[src/rtl/fetch_pc_gen_pkg.sv]
// Shared types and constants for the fetch PC generator and its prediction queue.
package fetch_pc_gen_pkg;

  localparam logic [31:0] RESET_PC_DEFAULT = 32'h8000_0000;
  localparam logic [31:0] INSN_STEP        = 32'd4;

  // One prediction record handed from fetch to EX.
  typedef struct packed {
    logic [31:0] pc;
    logic        taken;
    logic [31:0] next;
  } pred_entry_t;

  localparam int PRED_W = $bits(pred_entry_t);

  typedef enum logic [1:0] {
    ST_BOOT,
    ST_RUN,
    ST_FLUSH
  } fetch_state_e;

  function automatic logic [31:0] word_align(input logic [31:0] a);
    return {a[31:2], 2'b00};
  endfunction

endpackage

[src/rtl/fetch_pc_gen_pred_fifo.sv]
// Prediction queue: power-of-2 depth FIFO with flush and a combinational head.
module pred_fifo #(
  parameter int DEPTH = 4,
  parameter int WIDTH = 65
) (
  input  logic             clk,
  input  logic             rst,
  input  logic             flush,
  input  logic             enq,
  input  logic [WIDTH-1:0] enq_data,
  input  logic             deq,
  output logic [WIDTH-1:0] head_data,
  output logic             empty,
  output logic             full
);

  localparam int AW = (DEPTH > 1) ? $clog2(DEPTH) : 1;

  logic [AW-1:0]    wr_ptr, rd_ptr;
  logic [AW:0]      count;
  logic [WIDTH-1:0] mem [DEPTH];
  logic             do_enq, do_deq;

  assign empty  = (count == '0);
  assign full   = (count == (AW+1)'(DEPTH));
  // Flush wins over anything requested in the same cycle.
  assign do_enq = enq && !full  && !flush;
  assign do_deq = deq && !empty && !flush;

  always_ff @(posedge clk) begin
    if (rst || flush) begin
      wr_ptr <= '0;
      rd_ptr <= '0;
      count  <= '0;
    end else begin
      if (do_enq) wr_ptr <= wr_ptr + AW'(1);
      if (do_deq) rd_ptr <= rd_ptr + AW'(1);
      case ({do_enq, do_deq})
        2'b10:   count <= count + (AW+1)'(1);
        2'b01:   count <= count - (AW+1)'(1);
        default: count <= count;
      endcase
    end
  end

  always_ff @(posedge clk) begin
    if (do_enq) mem[wr_ptr] <= enq_data;
  end

  assign head_data = empty ? '0 : mem[rd_ptr];

endmodule

[src/rtl/fetch_pc_gen.sv]
// Fetch PC generator: BTB-steered next-PC selection, redirect handling, prediction queue to EX.
module fetch_pc_gen
  import fetch_pc_gen_pkg::*;
#(
  parameter logic [31:0] RESET_PC = RESET_PC_DEFAULT,
  parameter int          FQ_DEPTH = 4
) (
  input  logic        clk,
  input  logic        rst,
  output logic [31:0] pc_out,
  input  logic        btb_hit,
  input  logic [31:0] btb_target,
  output logic        fetch_valid,
  input  logic        dec_ready,
  input  logic        redirect_valid,
  input  logic [31:0] redirect_pc,
  output logic        pred_valid,
  output logic [31:0] pred_pc,
  output logic        pred_taken,
  output logic [31:0] pred_next,
  input  logic        pred_deq
);

  fetch_state_e state_q, state_d;
  logic [31:0]  pc_q, pc_d;
  logic [31:0]  next_pred;
  logic         fire;
  logic         fifo_empty, fifo_full;
  pred_entry_t  enq_entry, head_entry;

  // fifo_full comes straight from the occupancy register, so pred_deq never
  // reaches fetch_valid combinationally.
  assign fetch_valid = (state_q == ST_RUN) && !fifo_full;
  assign fire        = fetch_valid && dec_ready && !redirect_valid;
  assign next_pred   = btb_hit ? word_align(btb_target) : pc_q + INSN_STEP;
  assign pc_out      = pc_q;

  always_comb begin
    state_d = state_q;
    pc_d    = pc_q;
    if (redirect_valid) begin
      state_d = ST_FLUSH;
      pc_d    = word_align(redirect_pc);
    end else begin
      if (state_q != ST_RUN) state_d = ST_RUN;
      if (fire)              pc_d    = next_pred;
    end
  end

  always_ff @(posedge clk) begin
    if (rst) begin
      state_q <= ST_BOOT;
      pc_q    <= RESET_PC;
    end else begin
      state_q <= state_d;
      pc_q    <= pc_d;
    end
  end

  assign enq_entry = '{pc: pc_q, taken: btb_hit, next: next_pred};

  pred_fifo #(
    .DEPTH (FQ_DEPTH),
    .WIDTH (PRED_W)
  ) u_pred_fifo (
    .clk       (clk),
    .rst       (rst),
    .flush     (redirect_valid),
    .enq       (fire),
    .enq_data  (enq_entry),
    .deq       (pred_deq),
    .head_data (head_entry),
    .empty     (fifo_empty),
    .full      (fifo_full)
  );

  assign pred_valid = !fifo_empty;
  assign pred_pc    = head_entry.pc;
  assign pred_taken = head_entry.taken;
  assign pred_next  = head_entry.next;

endmodule

[config.mk]
export PLATFORM = sky130hd
export DESIGN_NAME = fetch_pc_gen
export DESIGN_NICKNAME = d
export VERILOG_FILES = /design/src/rtl/fetch_pc_gen_pkg.sv /design/src/rtl/fetch_pc_gen_pred_fifo.sv /design/src/rtl/fetch_pc_gen.sv
export SDC_FILE = /design/constraint.sdc
export NUM_CORES = 1
export LEC_CHECK = 0
export ABC_AREA = 1
export ABC_CLOCK_PERIOD_IN_PS = 5700
export BUFFER_PORTS_ARGS = -buffer_cell sky130_fd_sc_hd__buf_2
export CAP_MARGIN = 40
export CORE_ASPECT_RATIO = 0.5
export CORE_UTILIZATION = 60
export CTS_BUF_LIST = sky130_fd_sc_hd__clkbuf_8
export CTS_CLUSTER_DIAMETER = 60
export DETAILED_ROUTE_END_ITERATION = 10
export PLACE_DENSITY = 0.82
export SETUP_SLACK_MARGIN = 0.02
export SYNTH_ARGS = -nofsm -noshare
export SYNTH_HDL_FRONTEND = slang
export SYNTH_HIERARCHICAL = 1
export SYNTH_SLANG_ARGS = --single-unit
[constraint.sdc]
create_clock -name clk -period 5.7 [get_ports clk]
set_clock_uncertainty 0.2 [all_clocks]
set_input_delay 0.855 -clock clk [delete_from_list [all_inputs] [get_ports clk]]
set_output_delay 0.855 -clock clk [all_outputs]
set_load 0.005 [all_outputs]
==> results of run 1 <==
-- metrics by stage --
| stage | util (%) | setup WS (ns) | instances | instance area (um^2) | power, mW |
|---|---|---|---|---|---|
| after floorplan | - | 0.5806 | 1337 | 13450 | 2.608 |
| after global placement | 65.93 | 1.657 | 1743 | 14390 | 2.697 |
| after detailed placement | 66.62 | 1.747 | 1749 | 14540 | 2.710 |
| after CTS | 70.27 | 2.036 | 1828 | 15330 | 4.272 |
| after global routing | 70.27 | 1.842 | 1828 | 15330 | 4.398 |
| final | 70.27 | 2.012 | 1828 | 15330 | 4.270 |
-- cells in the mapped netlist, drive strengths merged (3+ instances only) --
cell    number
dfxtp       43
ha           6
a31oi        8
nor2       327
nor3         3
o211ai       6
buf         44
nand3b       3
xor2         3
clkbuf      25
nand2      156
o21ai      163
edfxtp     260
inv         91
or2         18
nand3       56
o21a         6
a21oi       94
a21boi       3
and2        14
-- per-layer routing --
| layer | vias to the layer above | routed length, um | GRT usage [%] |
|---|---|---|---|
| li1 | 4852 | - | - |
| met1 | 4896 | 13640 | 40.29 |
| met2 | 522 | 16300 | 48.24 |
| met3 | 70 | 3652 | 6.914 |
| met4 | 0 | 881 | 10.10 |
| met5 | - | 0 | 0 |
-- where the power goes --
part / total, mW / switching (mW) / internal [mW]
registers: 2.47 / 0.0393 / 2.43
clock network: 1.60 / 0.822 / 0.779
logic: 0.198 / 0.127 / 0.0706
total: 4.27 / 0.989 / 3.28
-- flip-flops by register name, summed over array words and instances (netlist names), named ones only --
| register | count |
|---|---|
| pc_out | 32 |
| u_pred_fifo/rd_ptr | 2 |
| u_pred_fifo/count | 3 |
| u_pred_fifo/wr_ptr | 2 |
| u_pred_fifo/mem | 260 |
| state_q | 2 |
-- final timing paths --
kind	from	endpoint	slack, ns
worst min-delay path	u_pred_fifo/count[0]	u_pred_fifo/count[0]	0.30
worst max-delay path	u_pred_fifo/count[1]	u_pred_fifo/mem[1][33]	2.01
worst max register to register	u_pred_fifo/count[1]	u_pred_fifo/mem[1][33]	2.01
worst min register to register	u_pred_fifo/count[0]	u_pred_fifo/count[0]	0.30
-- cell families (layout without fill, tap and decap cells) --
family	after synthesis	count (layout)	synth area share [%]
AND/OR/NAND/NOR	580	580	18.11
flip-flops	303	303	64.46
XOR/XNOR	3	3	0.1954
buffers and inverters	160	351	5.509
AO/OA/AOI/OAI	284	284	11.02
adder cells (fa/ha/maj)	7	7	0.7072
-- layout make-up --
| type | instances | area (um^2) |
|---|---|---|
| tap | 300 | 375.4 |
| sequential | 303 | 8673 |
| clock inverter | 31 | 136.4 |
| multi-input combinational | 874 | 4068 |
| timing repair buffer | 181 | 1079 |
| fill | 1534 | 6489 |
| inverter | 91 | 342.8 |
| clock buffer | 48 | 660.6 |
-- worst register-to-register path: stages, from the launching register on --
cell     delay (ns)
dfxtp_1        0.36
nor2_1         0.08
nand2_1        0.12
inv_1          0.07
nor3b_2        0.21
nand2_1        0.13
nor2_2         0.10
buf_4          0.37
inv_1          0.09
nor2_1         0.17
nand2_1        0.33
nor2_4         0.69
buf_12         0.37
==> reports/metrics.yaml, run 1 <==
run_status:
  outcome: "finished, final reports clean"
global_routing:
  grt_pass1_wl_um: 51250
  grt_max_degree: 90
  overflow: 0
  antenna_found_initial: 0
  track_usage_pct: 29.95
  grt_pass1_vias: 9773
worst_setup_path:
  cp.required_ns: 5.72
  timing.critical_path.buf_inv: 4
  crit_type: "flip-flop to flip-flop"
  crit_cells: 12
  path_cells: "nor2_1 -> nand2_1 -> inv_1 -> nor3b_2 -> nand2_1 -> nor2_2 -> buf_4 -> inv_1 -> nor2_1 -> nand2_1 -> nor2_4 -> buf_12"
  cp_slowest_stage_delay_ns: 0.68
  path_max_fanout: 45
  cp_slowest_cell: "nor2_4"
  critPathCaptureType: "flip-flop"
  crit_top_cell: "nand2_1"
  cp.arrival_ns: 3.71
  startpoint_type: "flip-flop"
  cp_top_family: "simple AND/OR/NAND/NOR gates"
  r2r_cells: 12
routing:
  drt_iter0_markers: 1184
  ant_nets: 0
  wl_per_cell_um: 18.86
  drc: 0
  vias_per_cell: 5.656
  via_count: 10340
  routed_wl_um: 34480
  first_pass_iters: 8
power_and_ir_drop:
  vdd_drop_max_mv: 0.1945
  leakage_nw: 5.842
  power.density_nw_per_um2: 278.5
floorplanning:
  chipWidth_um: 213.7
  io_pins: 169
  rows: 38
  die_height_um: 107.9
  fp.coreArea_um2: 21820
  initial_core_util_pct: 61.62
  dieArea_um2: 23050
synth:
  async_flop_share_pct: 0
  synth_ff_type: "edfxtp_1"
  yosysSeqAreaShare_pct: 64.46
  netlist.top_cell.by_area: "edfxtp_1"
  synth_cell_types: 36
  synth_nets: 1414
  synth_edf_count: 260
  synth_top_area_share_pct: 58.06
  synthCells: 1337
  yosys_register_bits: 303
  syn_area_per_cell_um2: 10.06
  syn_area_um2: 13450
  synth_area_leaders: "edfxtp_1 (58%), nor2_1 (8.8%), dfxtp_1 (6.4%)"
  synth_warnings: 6
finish:
  nets: 1571
  final_common_cell: "nor2_1"
  syn2layout_area_growth_pct: 14.04
  mostFrequentLayoutCells: "nor2_1 (311), edfxtp_1 (260), buf_2 (164), nand2_1 (152), o21ai_0 (100)"
  diodes: 0
  drive_above_1_share_pct: 18.65
timing:
  fin_hold_ws_ns: 0.2965
  setup_tns_ns: 0
  slew-limit-headroom_pct: 37.71
  drv_slew: 0
  fmax_mhz: 271.2
  tightest_slew_ns: 0.9261
  rsz0062_at_grt: "no"
  min_period_ns: 3.688
  hold_violations: 0
  setup_viol: 0
  fin_crit_sh_pct: 64.69
clocking:
  postCtsSetupRepairBufs: 0
  cts_tree: "done"
  htreeDepth: 2
  cts_root_buf: "clkbuf_8"
  numCtsBuffers: 43
  clkLatencyLatePin_ns: 0.57
  hold_buffers: 0
  cts_resized: 0
  cts.sinks: 303
  clock_path_buffers: 3
  clk_pin_slew_ns: 0.06
placed_design:
  routabilityCongestion: 0.9581
  hpwlAfterDp_um: 21630
  io_buffers: 164
worst_hold_path:
  min_delay_path_depth: 2
  hp-class: "flip-flop to flip-flop"
run:
  max_cap_violations: 0
Note: power is estimated with default switching activity, not from simulation.
==> inputs of run 2 (changes only) <==
ABC_CLOCK_PERIOD_IN_PS = 2950   (was 5700)
CORE_UTILIZATION = 54   (was 60)
PLACE_DENSITY = 0.78   (was 0.82)
clock period = 2.95 ns   (was 5.7 ns; I/O delays follow)
==> run 2 against run 1 <==
- global-route usage shrank 2.8 points
- non-clock buffer count is 19 higher
- setup slack lost 1.8 ns
- largest power group unchanged
- utilization fell by 6.5 points
- sequential power grew 93%
- cell area increased by 0.80%
- sequential share of layout area shrank 0.43 points
- largest cell class unchanged
- combinational power grew 100%
- critical endpoint is now pred_next[17]
- register-to-register slack lost 1.6 ns
- critical path depth is 7 lower
==> reports/metrics.yaml, run 2 (synthesized netlist as in run 1, its figures left out) <==
run:
  max_cap_violations: 0
clocking:
  clock_path_buffers: 3
  numCtsBuffers: 42
  cts_tree: "done"
  cts_root_buf: "clkbuf_8"
  clk_pin_slew_ns: 0.06
  clkLatencyLatePin_ns: 0.56
  postCtsSetupRepairBufs: 0
  htreeDepth: 2
  cts.sinks: 303
global_routing:
  antenna_found_initial: 0
  grt_pass1_wl_um: 52890
  track_usage_pct: 27.13
  grt_max_degree: 93
  overflow: 0
  grt_pass1_vias: 10110
floorplanning:
  die_height_um: 113.6
  initial_core_util_pct: 55.51
  chipWidth_um: 225.2
  rows: 40
  dieArea_um2: 25570
  io_pins: 169
  fp.coreArea_um2: 24220
finish:
  drive_above_1_share_pct: 19.37
  diodes: 0
  fin_cells: 1880
  largest_register_ffs: 260
  regMostFlops: "u_pred_fifo/mem"
  mostFrequentLayoutCells: "nor2_1 (309), edfxtp_1 (260), buf_2 (164), nand2_1 (150), o21ai_0 (100)"
  nets: 1589
  fin_area_um2: 15460
  syn2layout_area_growth_pct: 14.95
  final_common_cell: "nor2_1"
power_and_ir_drop:
  p_total_mw: 8.081
  vdd_drop_max_mv: 0.3467
  leakage_nw: 5.890
  power.density_nw_per_um2: 522.8
placed_design:
  dp_worst_setup_slack_ns: 0.4663
  place_area_um2: 14660
  io_buffers: 164
  hpwlAfterDp_um: 21980
  dp_cells: 1798
  routabilityCongestion: 0.9490
timing:
  fmax_mhz: 359.3
  worst_slack_ns: 0.1664
  drv_slew: 0
  setup_viol: 0
  fin_crit_sh_pct: 94.36
  hold_violations: 0
  tightest_slew_ns: 0.8813
  slew-limit-headroom_pct: 41.25
  fin_hold_ws_ns: 0.03551
  rsz0062_at_grt: "no"
  min_period_ns: 2.784
worst_hold_path:
  hold_start: "redirect_pc[4]"
  hp-class: "primary input to flip-flop"
  min_to: "pc_out[4]"
  min_delay_path_depth: 5
routing:
  drc: 0
  vias_per_cell: 5.557
  first_pass_iters: 7
  wl_per_cell_um: 18.43
  routed_wl_um: 34650
  via_count: 10450
  drt_iter0_markers: 1142
  ant_nets: 0
worst_setup_path:
  cp_slowest_stage_delay_ns: 0.69
  cp.arrival_ns: 2.14
  cp.required_ns: 2.31
  rrSetupSlack_ns: 0.44
  critPathCaptureType: "output pin"
  worstReg2RegEnd: "u_pred_fifo/count[2]"
  r2r_cells: 18
  cp_slowest_cell: "buf_4"
  path_max_fanout: 65
  crit_type: "flip-flop to output pin"
  startpoint_type: "flip-flop"
  r2r-start: "u_pred_fifo/count[0]"
  path_cells: "buf_4 -> nor2_1 -> o21ai_0 -> a21oi_1 -> buf_2"
run_status:
  outcome: "finished, final reports clean"
run 2: cell count changes in the layout (fill, tap and decap cells not counted), moves of 2 or more:
cell	previous run	this run
buf_4	9	23
dlygate4sd3_1	0	6
clkbuf_8	48	43
buf_16	4	0
buf_12	4	7
clkinv_1	9	11
clkinv_2	6	4
dfxtp_1	41	39
dfxtp_2	1	3
inv_4	0	2
nand2_1	152	150
nor2_1	311	309
run 2: stage by stage:
| stage | setup TNS, ns | util (%) |
|---|---|---|
| floorplan | -1.946 | - |
| global placement | 0 | 60.53 |
| detailed placement | 0 | 60.53 |
| CTS | 0 | 63.81 |
| global route | 0 | 63.81 |
| finish | 0 | 63.81 |
run 2: critical path, delay by kind of cell, from the launching register on:
kind	cells	cell delay [ns]
AO/OA/AOI/OAI	2	0.26
buffers and inverters	2	0.85
AND/OR/NAND/NOR	1	0.13
flip-flops	1	0.33
run 2: routing by layer:
layer	up-vias	part of all wire, %	global-route usage [%]
met4	0	2.8	10.70
met2	542	47	43.09
met5	-	0	0
li1	4891	-	-
met1	4941	41	37.78
met3	74	9.8	4.482
run 2: power by group:
group / switching, mW / total (mW) / internal [mW] / leakage (nW)
logic: 0.256 / 0.404 / 0.148 / 2.73
clock network: 1.54 / 2.91 / 1.37 / 0.438
registers: 0.0728 / 4.77 / 4.70 / 2.72
total: 1.87 / 8.08 / 6.21 / 5.89
run 2: area by class of cell:
cell class                 count  area [um^2]
timing repair buffer         200         1194
clock buffer                  43        591.8
inverter                      91        346.6
fill                        1885         8766
multi-input combinational    874         4088
clock inverter                33        141.4
sequential                   303         8676
tap                          336        420.4
run 2: worst max path at each step:
stage | startpoint | endpoint | slack, ns
CTS | flip-flop | pred_pc[19] | 0.10
finish | flip-flop | pred_next[17] | 0.17
global placement | u_pred_fifo/count[0] | u_pred_fifo/count[2] | 0.57
global route | flip-flop | pred_next[14] | 0.09
detailed placement | u_pred_fifo/count[0] | u_pred_fifo/count[2] | 0.47
floorplan | u_pred_fifo/count[1] | u_pred_fifo/mem[0][0] | -0.02
run 2: timing repair:
item | 4_1_cts | 5_1_grt
setup endpoints to repair | 0 | 1
gates resized for setup | 0 | 1
endpoints found under the hold margin | 6 | 0
hold buffers | 6 | 0
